--- src/rtl/pwm_deadtime_pkg.sv ---
// Shared types for the complementary gate-drive stage with dead band.
package pwm_deadtime_pkg;

  typedef enum logic [2:0] {
    OFF      = 3'd0,
    HI_ON    = 3'd1,
    DT_TO_LO = 3'd2,
    LO_ON    = 3'd3,
    DT_TO_HI = 3'd4
  } pwm_dt_state_t;

  function automatic logic is_dt(input pwm_dt_state_t s);
    return (s == DT_TO_LO) || (s == DT_TO_HI);
  endfunction

endpackage

--- src/rtl/pwm_deadtime_if.sv ---
// Control/gate bundle between the PWM source side and the dead-time stage.
interface pwm_deadtime_if #(parameter int DT_SIZE = 8);
  logic               pwm_in;
  logic [DT_SIZE-1:0] dead_time;
  logic               enable;
  logic               fault;
  logic               fault_clr;
  logic               pwm_hi;
  logic               pwm_lo;
  logic               fault_lat;

  modport master (output pwm_in, dead_time, enable, fault, fault_clr,
                  input  pwm_hi, pwm_lo, fault_lat);
  modport slave  (input  pwm_in, dead_time, enable, fault, fault_clr,
                  output pwm_hi, pwm_lo, fault_lat);
endinterface

--- src/rtl/pwm_deadtime.sv ---
// Single-ended PWM to complementary high/low gate pair with dead band,
// enable gating and sticky fault shutdown. Outputs never both high.
module pwm_deadtime
  import pwm_deadtime_pkg::*;
#(
  parameter int DT_SIZE = 8
) (
  input  logic            clk,
  input  logic            rst,
  pwm_deadtime_if.slave   bus
);

  pwm_dt_state_t      state_q, state_d;
  logic [DT_SIZE-1:0] dt_cnt, dt_d;
  logic               hi_d, lo_d, fault_lat_d;
  logic               dt_zero;

  assign dt_zero = (bus.dead_time == '0);

  always_ff @(posedge clk) begin
    if (rst) begin
      state_q       <= OFF;
      dt_cnt        <= '0;
      bus.pwm_hi    <= 1'b0;
      bus.pwm_lo    <= 1'b0;
      bus.fault_lat <= 1'b0;
    end else begin
      state_q       <= state_d;
      dt_cnt        <= dt_d;
      bus.pwm_hi    <= hi_d;
      bus.pwm_lo    <= lo_d;
      bus.fault_lat <= fault_lat_d;
    end
  end

  // Shutdown conditions dominate; fault_lat uses the registered value so a
  // restart happens one cycle after the clear.
  always_comb begin
    state_d = state_q;
    if (bus.fault || !bus.enable || bus.fault_lat) begin
      state_d = OFF;
    end else begin
      case (state_q)
        OFF:      state_d = bus.pwm_in ? (dt_zero ? HI_ON : DT_TO_HI)
                                       : (dt_zero ? LO_ON : DT_TO_LO);
        HI_ON:    if (!bus.pwm_in) state_d = dt_zero ? LO_ON : DT_TO_LO;
        LO_ON:    if (bus.pwm_in)  state_d = dt_zero ? HI_ON : DT_TO_HI;
        DT_TO_LO: if (bus.pwm_in)  state_d = HI_ON;
                  else if (dt_cnt == '0) state_d = LO_ON;
        DT_TO_HI: if (!bus.pwm_in) state_d = LO_ON;
                  else if (dt_cnt == '0) state_d = HI_ON;
        default:  state_d = OFF;
      endcase
    end
  end

  // Outputs decode the next state so they change on the same edge as the state.
  always_comb begin
    hi_d = (state_d == HI_ON);
    lo_d = (state_d == LO_ON);
    dt_d = '0;
    if (is_dt(state_d) && (state_d != state_q))
      dt_d = bus.dead_time - DT_SIZE'(1);
    else if (is_dt(state_d) && (dt_cnt != '0))
      dt_d = dt_cnt - DT_SIZE'(1);
    fault_lat_d = bus.fault_lat;
    if (bus.fault)          fault_lat_d = 1'b1;
    else if (bus.fault_clr) fault_lat_d = 1'b0;
  end

endmodule

--- src/flat_wrapper.sv ---
// flat-port wrapper written by rule: the top's interface ports become plain ports
module pwm_deadtime_flat import pwm_deadtime_pkg::*;
#(
  parameter int DT_SIZE = 8
)
  (clk, rst, bus_pwm_in, bus_dead_time, bus_enable, bus_fault, bus_fault_clr, bus_pwm_hi, bus_pwm_lo, bus_fault_lat);
  pwm_deadtime_if #(.DT_SIZE(DT_SIZE)) bus_i ();
  input  logic clk;
  input  logic rst;
  input wire logic [$bits(bus_i.pwm_in)-1:0] bus_pwm_in;
  input wire logic [$bits(bus_i.dead_time)-1:0] bus_dead_time;
  input wire logic [$bits(bus_i.enable)-1:0] bus_enable;
  input wire logic [$bits(bus_i.fault)-1:0] bus_fault;
  input wire logic [$bits(bus_i.fault_clr)-1:0] bus_fault_clr;
  output wire logic [$bits(bus_i.pwm_hi)-1:0] bus_pwm_hi;
  output wire logic [$bits(bus_i.pwm_lo)-1:0] bus_pwm_lo;
  output wire logic [$bits(bus_i.fault_lat)-1:0] bus_fault_lat;
  assign bus_i.pwm_in = bus_pwm_in;
  assign bus_i.dead_time = bus_dead_time;
  assign bus_i.enable = bus_enable;
  assign bus_i.fault = bus_fault;
  assign bus_i.fault_clr = bus_fault_clr;
  assign bus_pwm_hi = bus_i.pwm_hi;
  assign bus_pwm_lo = bus_i.pwm_lo;
  assign bus_fault_lat = bus_i.fault_lat;
  pwm_deadtime #(.DT_SIZE(DT_SIZE)) u_core (.clk(clk), .rst(rst), .bus(bus_i));
endmodule
--- config.mk ---
export PLATFORM = sky130hd
export DESIGN_NAME = pwm_deadtime_flat
export DESIGN_NICKNAME = d
export VERILOG_FILES = /design/src/rtl/pwm_deadtime_pkg.sv /design/src/rtl/pwm_deadtime_if.sv /design/src/rtl/pwm_deadtime.sv /design/src/flat_wrapper.sv
export SDC_FILE = /design/constraint.sdc
export NUM_CORES = 1
export LEC_CHECK = 0
export ABC_AREA = 1
export CAP_MARGIN = 20
export CELL_PAD_IN_SITES_DETAIL_PLACEMENT = 0
export CELL_PAD_IN_SITES_GLOBAL_PLACEMENT = 1
export CORE_ASPECT_RATIO = 1.1
export CORE_UTILIZATION = 38
export CTS_BUF_LIST = sky130_fd_sc_hd__clkbuf_8
export DETAILED_ROUTE_END_ITERATION = 12
export PLACE_DENSITY = 0.76
export SETUP_SLACK_MARGIN = 0.3
export SYNTH_ARGS = -nofsm -noshare
export SYNTH_HDL_FRONTEND = slang
export SYNTH_SLANG_ARGS = --single-unit
--- constraint.sdc ---
create_clock -name clk -period 2.25 [get_ports clk]
set_input_delay 0.45 -clock clk [delete_from_list [all_inputs] [get_ports clk]]
set_output_delay 0.45 -clock clk [all_outputs]
set_load 0.02 [all_outputs]
# Word level (Yosys, flattened, before mapping)
# Cells that the tools add are included.
[totals] reg_bits=14 inputBits=14 out_inout_bits=3 elab_cells=42
[op_classes] addsub=2 eq_ne=9 muxes=15 n_reduce_logical=11
[ops] cell="3-bit 2-to-1 mux" n=9
[ops] cell="8-bit zero test" n=2
[ops] cell="8-bit 2-to-1 mux" n=2
[ops] cell="8-bit by 1-bit subtractor with 8-bit output (second input constant)" n=2
[ops] cell="3-bit one-hot mux with 5 select lines" n=1
[ops] cell="3-bit by 2-bit equality test with 1-bit output (second input constant)" n=4
[ops] cell="8-bit nonzero test" n=1
[ops] cell="3-bit by 1-bit equality test with 1-bit output (second input constant)" n=2
[ops] cell="3-bit equality test (second input constant)" n=2
[ops] cell="3-bit zero test" n=1
[ops] cell="1-bit logical OR" n=3
[ops] cell="1-bit 2-to-1 mux" n=3
[ops] cell="3-bit inequality test" n=1
[ops] cell="1-bit logical AND" n=2
[ops] cell="2-bit nonzero test" n=1
[ops] cell="1-bit zero test" n=1

# Logic depth before layout (Yosys ltp)
[depth] word_depth=10 depth_mapped=16

# Least setup slack after synthesis
# OpenSTA, ideal clock, no wires.
[synth_timing] path_type="input -> register" start="input port bus_dead_time[0]" end="register u_core.dt_cnt[7]" setup_time_ps=112 arrival_ps=1700 required_time_ps=2138 slack_ps=439 cell_stages=15 cell_sequence="inv_1 -> ha_1 -> nor3b_1 -> nand2_1 -> nand2_1 -> nand2_1 -> nand2_1 -> inv_1 -> nand2_1 -> nand2_1 -> buf_4 -> nand3_4 -> nor2_1 -> nor2_1 -> nor2_1"
[synth_between] elab_chain_cells=10
[synth_lines] element="start: declaration" line="flat_wrapper.sv:11" rtl="input wire logic [$bits(bus_i.dead_time)-1:0] bus_dead_time;"
[synth_lines] element="8-bit zero test" line="pwm_deadtime.sv:18" rtl="assign dt_zero = (bus.dead_time == '0);"
[synth_lines] element="3-bit 2-to-1 mux / 1-bit 2-to-1 mux (equally long branches)"
[synth_lines] element="3-bit 2-to-1 mux, on equally long branches" line="pwm_deadtime.sv:47, pwm_deadtime.sv:44, pwm_deadtime.sv:46"
[synth_lines] element="3-bit one-hot mux with 5 select lines" line="pwm_deadtime.sv:43" rtl="case (state_q)"
[synth_lines] element="3-bit 2-to-1 mux" line="pwm_deadtime.sv:40" rtl="if (bus.fault || !bus.enable || bus.fault_lat) begin"
[synth_lines] element="3-bit by 2-bit equality test with 1-bit output / 3-bit equality test (equally long branches)" line="pwm_deadtime_pkg.sv:13" rtl="return (s == DT_TO_LO) || (s == DT_TO_HI);"
[synth_lines] element="1-bit logical OR" line="pwm_deadtime_pkg.sv:13"
[synth_lines] element="1-bit logical AND" line="pwm_deadtime.sv:64" rtl="else if (is_dt(state_d) && (dt_cnt != '0))"
[synth_lines] element="8-bit 2-to-1 mux" line="pwm_deadtime.sv:64"
[synth_lines] element="8-bit 2-to-1 mux *" line="pwm_deadtime.sv:62" rtl="if (is_dt(state_d) && (state_d != state_q))"
[synth_lines] element="end signal: assignment" line="pwm_deadtime.sv:29" rtl="dt_cnt <= dt_d;"
[synth_lines] element="end: declaration" line="pwm_deadtime.sv:14" rtl="logic [DT_SIZE-1:0] dt_cnt, dt_d;"
# Mark *: on every way between the ends. The rest lies on a longest branch, timed or not.
# A chain may end at the register's enable or synchronous reset.

# Final worst setup path
[layout_timing] start="register u_core.dt_cnt[0]" end="register u_core.dt_cnt[3]"
[layout_between] elab_chain_cells=10
[layout_lines] element="8-bit zero test" line="pwm_deadtime.sv:49, pwm_deadtime.sv:51"
[layout_lines] element="3-bit 2-to-1 mux, on equally long branches" line="pwm_deadtime.sv:51, pwm_deadtime.sv:49"
[layout_lines] element="3-bit 2-to-1 mux, on equally long branches" line="pwm_deadtime.sv:50, pwm_deadtime.sv:48"
[layout_lines] element="3-bit one-hot mux with 5 select lines" line="pwm_deadtime.sv:43"
[layout_lines] element="3-bit 2-to-1 mux" line="pwm_deadtime.sv:40"
[layout_lines] element="3-bit by 2-bit equality test with 1-bit output / 3-bit equality test (equally long branches)" line="pwm_deadtime_pkg.sv:13"
[layout_lines] element="1-bit logical OR" line="pwm_deadtime_pkg.sv:13"
[layout_lines] element="1-bit logical AND" line="pwm_deadtime.sv:64"
[layout_lines] element="8-bit 2-to-1 mux" line="pwm_deadtime.sv:64"
[layout_lines] element="8-bit 2-to-1 mux *" line="pwm_deadtime.sv:62"
# Marks and branches as above.

==> results_dict.tcl <==
set metrics [dict create \
    status "finished clean" \
    combPwrFrac_pct 29.0 \
    powerDensity_nw_per_um2 481 \
    antenna_cells 0 \
    drtPass1Iterations 4 \
    drtIter0Drc 20 \
    portBuffers 16 \
    synthesis.instances 164 \
    synth_cell_types 24 \
    routed_wirelength_mm 2.61 \
    pin_count 17 \
    met3_usage_pct 5.60 \
    coreArea_um2 2590 \
    drcViolationCount 0 \
    hp-class "primary input to flip-flop" \
    cp_max_fo 8 \
    rrSetupSlack_ns 0.43 \
    die_h_um 57.6 \
    p_sw_share_pct 30.2 \
    cts_tree "built" \
    clockRootBuffer "clkbuf_8" \
    synth_seq_area_share_pct 26.3 \
    rsz0062_at_grt "no" \
    relSlewSlack_pct 65.8 \
    worst_pin_slew_ns 0.511 \
    clkLatencyLatePin_ns 0.25 \
    maxCapViolations 0 \
    synth_top_area_share_pct 26.3 \
    mostFrequentLayoutCells "nor2_1, nand2_1, inv_1, buf_4, dfxtp_1" \
    critPathCaptureType "flip-flop" \
    hold_end "u_core.bus.fault_lat" \
    grt_start_max_net_pins 14 \
    viasPerCell 4.78 \
    fin_util_pct 57.8 \
    yosys-top-cells-area "dfxtp_1, nor2_1, nand2_1, inv_1, xor2_1" \
    slew_violations 0 \
    fin_skew_ns 0.00333 \
    min_period_ns 1.82 \
    final_antenna_net_count 0 \
    numCtsBuffers 3 \
    yosysWarnings 0 \
    avgSynthCellArea_um2 6.51 \
    cts_sinks 14 \
    arrival_ns 1.94 \
    place_congestion 0.763 \
    start_util_pct 41.2 \
    instances_no_fill 230 \
    clk_pin_slew_worst_paths_ns 0.06 \
    p_switching_mw 0.218 \
    grt_pass1_vias 1066 \
    seq_area_um2 280 \
    min_from "bus_fault" \
    fillers 265 \
    hold_viol_final 0 \
    reg2reg_to "u_core.dt_cnt[3]" \
    ys_ff_latch 14 \
    routedWlPerCell_um 11.4 \
    path_class "flip-flop to flip-flop" \
    yosys.area.top_type "dfxtp_1" \
    use_met2_pct 33.3 \
    post-route-period-util_pct 80.9 \
    p_int_mw 0.503 \
    clockBufferDepth 2 \
    netlist_area_um2 1070 \
    fin_area_um2 1500 \
    required_ns 2.37 \
    dpl.hpwl_mm 1.96 \
    syn2layout_area_growth_pct 40.4 \
    placed_cell_area_um2 1350 \
    mostFrequentLayoutCell "nor2_1" \
    ir_worst_vdd_v 0.000528 \
    via_count 1100 \
    fmax_mhz 549 \
    dieArea_um2 3020 \
    die_w_um 52.5 \
    whs_path_depth 3 \
    fin_setup_tns_ns 0 \
    leakage_nw 0.756 \
    synth_fp_nets 180 \
    busiest_layer "met2" \
    grt_pass1_wl_mm 4.49 \
    rows 19 \
    overflow 0 \
    track_usage_pct 19.9 \
    multiInputGateArea_um2 757 \
    antenna_found_initial 0 \
    nNetsFinal 216 \
    seqPwrFrac_pct 36.7 \
    p_clk_share_pct 34.3 \
    grt_util_met1_pct 25.4 \
    r2r-start "u_core.dt_cnt[0]" \
    crit_path_start_kind "flip-flop" \
    ctsHtreeMaxLevel 1 \
    dp_cells 223 \
    reg2reg_depth 14 \
    final-setup-viol-count 0 \
    layout-drive-gt1-share_pct 27.1 \
]
-- registers in the layout, summed over array words and instances (netlist names) --
signal,cells
u_core.bus.fault_lat,1
u_core.bus.pwm_lo,1
u_core.bus.pwm_hi,1
u_core.state_q,3
u_core.dt_cnt,8
-- worst max-delay path by stage --
| stage | start | to | slack [ns] | cells past startpoint |
|---|---|---|---|---|
| final | u_core.dt_cnt[0] | u_core.dt_cnt[3] | 0.43 | 14 |
| after global routing | bus_dead_time[3] | u_core.dt_cnt[3] | 0.28 | 14 |
| after CTS | bus_dead_time[4] | u_core.dt_cnt[3] | 0.30 | 15 |
| after detailed placement | bus_dead_time[0] | u_core.dt_cnt[3] | -0.25 | 16 |
| after global placement | bus_dead_time[0] | u_core.dt_cnt[1] | -0.22 | 16 |
| after floorplan | bus_dead_time[0] | u_core.dt_cnt[7] | 0.44 | 15 |
-- stage by stage --
stage	worst slack (ns)	hold WS (ns)	total power, mW
after detailed placement	-0.248	0.583	0.465
after global placement	-0.222	0.553	0.464
after CTS	0.304	0.597	0.723
final	0.430	0.508	0.721
after global routing	0.277	0.529	0.769
after floorplan	0.439	0.529	0.394
-- worst max-delay path, stage by stage (launching register included) --
cell     delay, ns
dfxtp_1       0.32
inv_2         0.08
ha_4          0.16
inv_1         0.06
nor2_4        0.14
nand2_4       0.10
nand2_2       0.07
nand2_2       0.07
nand2_2       0.10
nand2_4       0.08
buf_4         0.17
nand4_1       0.10
nor2_1        0.06
nor2_1        0.13
nor2_1        0.05
-- cell usage after synthesis --
cell type / n
nand2_2: 5
buf_6: 1
buf_4: 1
nor2_2: 5
ha_1: 2
nand2_1: 29
nor3b_1: 2
nor3b_4: 1
and2_1: 1
nor3_1: 5
nor2_1: 41
nand3_2: 2
o21ai_1: 6
inv_1: 20
nand3_1: 4
nor2_4: 1
inv_2: 1
xnor2_1: 4
nand2_4: 2
xor2_1: 8
nand4_1: 6
a21oi_1: 2
dfxtp_1: 14
nand3_4: 1
-- power groups by stage --
stage	clock, mW	sequential, mW	combinational (mW)
finish	0.247	0.265	0.209
floorplan	0	0.270	0.124
global route	0.268	0.265	0.235
CTS	0.257	0.265	0.201
global placement	0	0.270	0.195
detailed placement	0	0.270	0.195
-- cell type report --
cell class                      instances  share of cell area [%]
Clock buffer                            4                    3.67
Inverter                               21                    5.26
Timing Repair Buffer                   32                    19.3
Tap cell                               31                    2.59
Sequential cell                        14                    18.7
Multi-Input combinational cell        128                    50.5
-- logic make-up (layout without fill, tap and decap cells) --
logic type               Yosys count  in the layout  synth area share [%]
AND/OR/NAND/NOR                  105            106                  48.7
buffers and inverters             23             57                  9.14
flip-flops                        14             14                  26.3
XOR/XNOR                          12             12                  9.85
AO/OA/AOI/OAI                      8              8                  3.75
adder cells (fa/ha/maj)            2              2                  2.34
-- routing by layer --
| metal | vias to the layer above | share of wire (%) |
|---|---|---|
| met1 | 504 | 48 |
| met4 | 0 | 0 |
| met5 | - | 0 |
| li1 | 582 | - |
| met3 | 0 | 3.4 |
| met2 | 14 | 48 |
-- timing repair --
item / CTS / global route
buffers inserted: 1 / 1
gates resized for setup: 10 / 23
pin swaps: 6 / 14
cloned: 0 / 1
setup endpoints to repair: 11 / 9
hold buffers: 0 / 0
hold endpoints to repair: 0 / 0
Power figures use the tool's default switching activity.
